<file path="src/rtl/tt_sweep_pkg.sv">
// tt_sweep_pkg: shared states, sizes and row-to-bit mapping for the truth-table sweeper
package tt_sweep_pkg;
    typedef enum logic [1:0] {IDLE, RUN, DONE} tt_state_e;
    localparam int TT_ROWS = 8;
    localparam int TT_IN_W = 3;
    function automatic logic [TT_IN_W-1:0] tt_bit(input logic [TT_IN_W-1:0] row);
        return TT_IN_W'(TT_ROWS - 1) - row;
    endfunction
endpackage

</file>
<file path="src/rtl/settle_timer.sv">
// settle_timer: loadable down-counter that pulses expire once per SETTLE_CYCLES+1 enabled cycles
module settle_timer #(
    parameter int SETTLE_CYCLES = 4
) (
    input  logic clk,
    input  logic rst,
    input  logic load,
    input  logic en,
    output logic expire
);
    localparam int W = SETTLE_CYCLES > 0 ? $clog2(SETTLE_CYCLES + 1) : 1;
    localparam logic [W-1:0] RELOAD = W'(SETTLE_CYCLES);
    logic [W-1:0] cnt_q, cnt_d;
    always_comb begin
        expire = en && cnt_q == '0;
        cnt_d  = (load || expire) ? RELOAD : en ? cnt_q - W'(1) : cnt_q;
    end
    always_ff @(posedge clk) begin
        if (rst) cnt_q <= '0;
        else     cnt_q <= cnt_d;
    end
endmodule

</file>
<file path="src/rtl/tt_sweep_ctrl.sv">
// tt_sweep_ctrl: drives all 8 input rows of a 3-input circuit, samples it and scores against a truth table
module tt_sweep_ctrl
    import tt_sweep_pkg::*;
#(
    parameter int SETTLE_CYCLES = 4
) (
    input  logic               clk,
    input  logic               rst,
    input  logic               start,
    input  logic               abort,
    input  logic [7:0]         expected,
    input  logic               dut_out,
    output logic [TT_IN_W-1:0] dut_in,
    output logic               busy,
    output logic               done,
    output logic [7:0]         captured,
    output logic [7:0]         mismatch,
    output logic               pass
);
    tt_state_e state_q, state_d;
    logic [TT_IN_W-1:0] row_q, row_d;
    logic [7:0] exp_q, exp_d, cap_q, cap_d, mis_q, mis_d;
    logic pass_q, pass_d, go, run_en, expire;
    assign go     = state_q == IDLE && start && !abort;
    assign run_en = state_q == RUN && !abort;
    settle_timer #(.SETTLE_CYCLES(SETTLE_CYCLES)) u_timer (
        .clk    (clk),
        .rst    (rst),
        .load   (go),
        .en     (run_en),
        .expire (expire)
    );
    always_ff @(posedge clk) begin
        if (rst) begin
            state_q <= IDLE;
            row_q   <= '0;
            exp_q   <= '0;
            cap_q   <= '0;
            mis_q   <= '0;
            pass_q  <= 1'b0;
        end else begin
            state_q <= state_d;
            row_q   <= row_d;
            exp_q   <= exp_d;
            cap_q   <= cap_d;
            mis_q   <= mis_d;
            pass_q  <= pass_d;
        end
    end
    always_comb begin
        state_d = state_q;
        case (state_q)
            IDLE:    if (go) state_d = RUN;
            RUN:     if (abort) state_d = IDLE;
                     else if (expire && row_q == TT_IN_W'(TT_ROWS - 1)) state_d = DONE;
            default: state_d = IDLE;
        endcase
    end
    always_comb begin
        exp_d = go ? expected : exp_q;
        cap_d = go ? '0 : cap_q;
        mis_d = go ? '0 : mis_q;
        if (expire) begin
            cap_d[tt_bit(row_q)] = dut_out;
            mis_d[tt_bit(row_q)] = dut_out ^ exp_q[tt_bit(row_q)];
        end
        pass_d = (state_q == RUN && state_d == DONE) ? mis_d == '0 : go ? 1'b0 : pass_q;
        // row doubles as the driven input, so it parks at 0 whenever the sweep is not running
        row_d  = (state_q == RUN && state_d == RUN) ? row_q + TT_IN_W'(expire) : '0;
    end
    always_comb begin
        busy     = state_q == RUN;
        done     = state_q == DONE;
        dut_in   = row_q;
        captured = cap_q;
        mismatch = mis_q;
        pass     = pass_q;
    end
endmodule

</file>
<file path="config.mk">
export PLATFORM = sky130hd
export DESIGN_NAME = tt_sweep_ctrl
export DESIGN_NICKNAME = d
export VERILOG_FILES = /design/src/rtl/tt_sweep_pkg.sv /design/src/rtl/settle_timer.sv /design/src/rtl/tt_sweep_ctrl.sv
export SDC_FILE = /design/constraint.sdc
export NUM_CORES = 1
export LEC_CHECK = 0
export CAP_MARGIN = 10
export CORE_ASPECT_RATIO = 2
export CORE_MARGIN = 2
export CORE_UTILIZATION = 55
export CTS_BUF_LIST = sky130_fd_sc_hd__clkbuf_2
export DETAILED_ROUTE_END_ITERATION = 10
export PLACE_DENSITY = 0.95
export SETUP_SLACK_MARGIN = 0.4
export SLEW_MARGIN = 20
export SYNTH_ARGS = -nofsm -noshare
export SYNTH_HDL_FRONTEND = slang
export SYNTH_SLANG_ARGS = --single-unit
</file>
<file path="constraint.sdc">
create_clock -name clk -period 5.6 [get_ports clk]
set_clock_uncertainty 0.05 [all_clocks]
set_input_delay 0.56 -clock clk [delete_from_list [all_inputs] [get_ports clk]]
set_output_delay 0.56 -clock clk [all_outputs]
set_load 0.005 [all_outputs]
</file>
==> metrics.txt <==
Hold-fix buffers, CTS=0; Vias=around 1,400; num ports=35; postcts setup bufs=0; Final Hold Viols=0; CTS tree=built; final number of setup-violating endpoints=0; GPL Wtd Cong=about 0.8; crit-path max cell delay=0.47 ns; Netlist cell types=34; met1 usage in global routing=0.263; critical path peak fanout=12; number of synthesized register bits=33; CP endpoint kind=register; Die Wd=approximately 41 µm; Mapped Area=1520 µm²; Top Family by Delay on Critical Path=simple AND/OR/NAND/NOR gates; Synth top area share=0.435; fmax=417 MHz; status=finished, final reports clean; setup TNS=0 ns; Row Count=27; most common cell after layout, fill and taps aside=clkdlybuf4s50_1; Ys Warns=0; CP required=between 5 and 6 ns; minimum clock period=2.40 ns; Post-Layout Cell Count=236; hpwl dp=around 2.4 mm; Cell Chain, Critical Path=clkdlybuf4s50_1, and2b_2, nand2_1, inv_1, nand4_1, nor4_1, o2111ai_1, nand2_1; most frequent cells in the layout=clkdlybuf4s50_1 (34), dfxtp_1 (33), nand2_1 (21); Buffers & Inverters on Critical Path=2; Clock Tree Root=clkbuf_2; RSZ-0062 raised after global routing=false; final period utilization=0.428; Avg WL per Cell=13.4 µm; starting DRC count in detailed routing=37; Leakage Power=around 0.65 nW; pre-CTS WS=2.89 ns; worst vdd ir=177 µV; cell taking the most area after synthesis=dfxtp_1; layout cells sized above 1=0.0918; ranking of synthesized cells by area=dfxtp_1 (44%), nand3_1 (6.6%), a21oi_1 (6.3%), nand2_1 (5.2%), o21ai_2 (4.6%); CTS resizes=0; clk sinks=33; vias per inst=5.80; Post-Synthesis Cells=about 180; met3 Usage GRT=0.0621; Area growth syn-to-layout=23.9%; Longest Clk Path Bufs=2; Slowest-stage cell, CP=clkdlybuf4s50_1; Num CTS Buffers=5; die area=3220 µm²; H-tree levels=2; WS Path Type=input port to register; core area=about 2700 µm²; final setup margin=about 3.2 ns; Slew HR=0.384; ANT nets after route=0; global-route usage over all layers=0.244; max_cap viols=0; sequential share of the synthesized area=0.435; syn nets=around 190; # diodes=0; GR Overflow Total=0; DR pass1 iterations=4; initial antenna violation count=0; Nets=224; vias in the first global route=~1,300; largest net degree at the start of global routing=27; Initial Util=0.562; gr busiest metal=met2; Worst-path clk slew=~0.14 ns; die height=between 70 and 80 µm; Placed Cells=roughly 230; PwrDens=202 nW/µm²; max-slew violations=0; final wirelength=approximately 3.2 mm; first-pass GRT wire length=5.51 mm; CP Launch Type=input port; worst slew pin tran=between 0.9 and 1 ns; GRT met2 Usage=0.392; CP arrival=between 2 and 3 ns; port bufs=34; Mean Syn Cell Area=about 8.6 µm²; fillers=approximately 220; clock latency on the worst-skew pair=0.36 ns; DR DRC count=0; HP Class=register to register; most used cell, CP=nand2_1
cell type report:
cell class                 instances  area [µm²]  share of cell area
multi-input combinational        124         776               0.413
clock buffer                       6        30.0              0.0160
inverter                           9        33.8              0.0180
clock inverter                     1        3.75             0.00200
timing repair buffer              34         340               0.181
sequential                        33         661               0.351
tap                               29        36.3              0.0193
where the power goes:
| group | internal (mW) | switching [mW] |
|---|---|---|
| sequential | 0.239 | 0.00256 |
| clock | 0.0291 | 0.0720 |
| combinational | 0.0168 | 0.0199 |
| total | 0.285 | 0.0945 |
registers in the layout (all words and copies together), names as in the netlist:
name and count:
u_timer.cnt_q 3, mismatch 8, dut_in 3, state_q 2, captured 8, exp_q 8, pass 1
layer usage:
metal	wire length, µm	share of wire	vias to the layer above
li1	-	-	683
met1	1130	0.36	622
met2	1760	0.55	52
met3	163	0.051	11
met4	122	0.038	0
met5	0	0	-
metrics by stage:
stage / cell area (µm²) / utilization / power, mW / hold WS (ns)
after global placement: 1840 / 0.680 / 0.282 / 0.391
after detailed placement: 1840 / 0.680 / 0.283 / 0.397
final: 1880 / 0.696 / 0.379 / 0.414
after CTS: 1870 / 0.693 / 0.381 / 0.417
after global routing: 1880 / 0.696 / 0.399 / 0.439
after floorplan: 1520 / - / 0.269 / 0.386
final timing paths:
check,from,endpoint,slack (ns),depth (start not counted)
worst min register to register,exp_q[4],exp_q[4],0.41,2
worst min-delay path,exp_q[4],exp_q[4],0.41,2
worst max register to register,state_q[0],pass,3.35,8
worst max-delay path,abort,pass,3.20,8
Yosys cell counts, drive strengths merged:
| master | n |
|---|---|
| nor4 | 1 |
| clkbuf | 6 |
| nand4 | 6 |
| nand3 | 20 |
| o221ai | 2 |
| and2b | 1 |
| mux4 | 1 |
| nand2 | 21 |
| o2111ai | 1 |
| o31a | 1 |
| o21ai | 10 |
| mux2i | 5 |
| nand2b | 1 |
| buf | 5 |
| and2 | 3 |
| ha | 4 |
| nand3b | 1 |
| a21oi | 19 |
| a31oi | 3 |
| or2 | 3 |
| nor3 | 5 |
| or4b | 1 |
| nor2 | 7 |
| nor2b | 4 |
| dfxtp | 33 |
| inv | 9 |
| xnor2 | 2 |
| or3 | 1 |
| nor4b | 1 |
worst register-to-register path: cells and delay by family, from the launching register on:
kind	cells	cell delay (ns)
AOI/OAI and AO/OA	1	0.16
DFF	1	0.44
and+or+nand+nor	6	1.27
buffers and inverters	1	0.27
cell families after synthesis:
family,Yosys count,share of synthesized area
AOI/OAI and AO/OA,36,0.151
xor gates and xnor gates,2,0.0115
adders and majority gates,4,0.0330
buffers and inverters,20,0.0635
DFF,33,0.435
muxes,6,0.0478
and+or+nand+nor,76,0.258
Note: power is estimated with default switching activity, not from simulation.
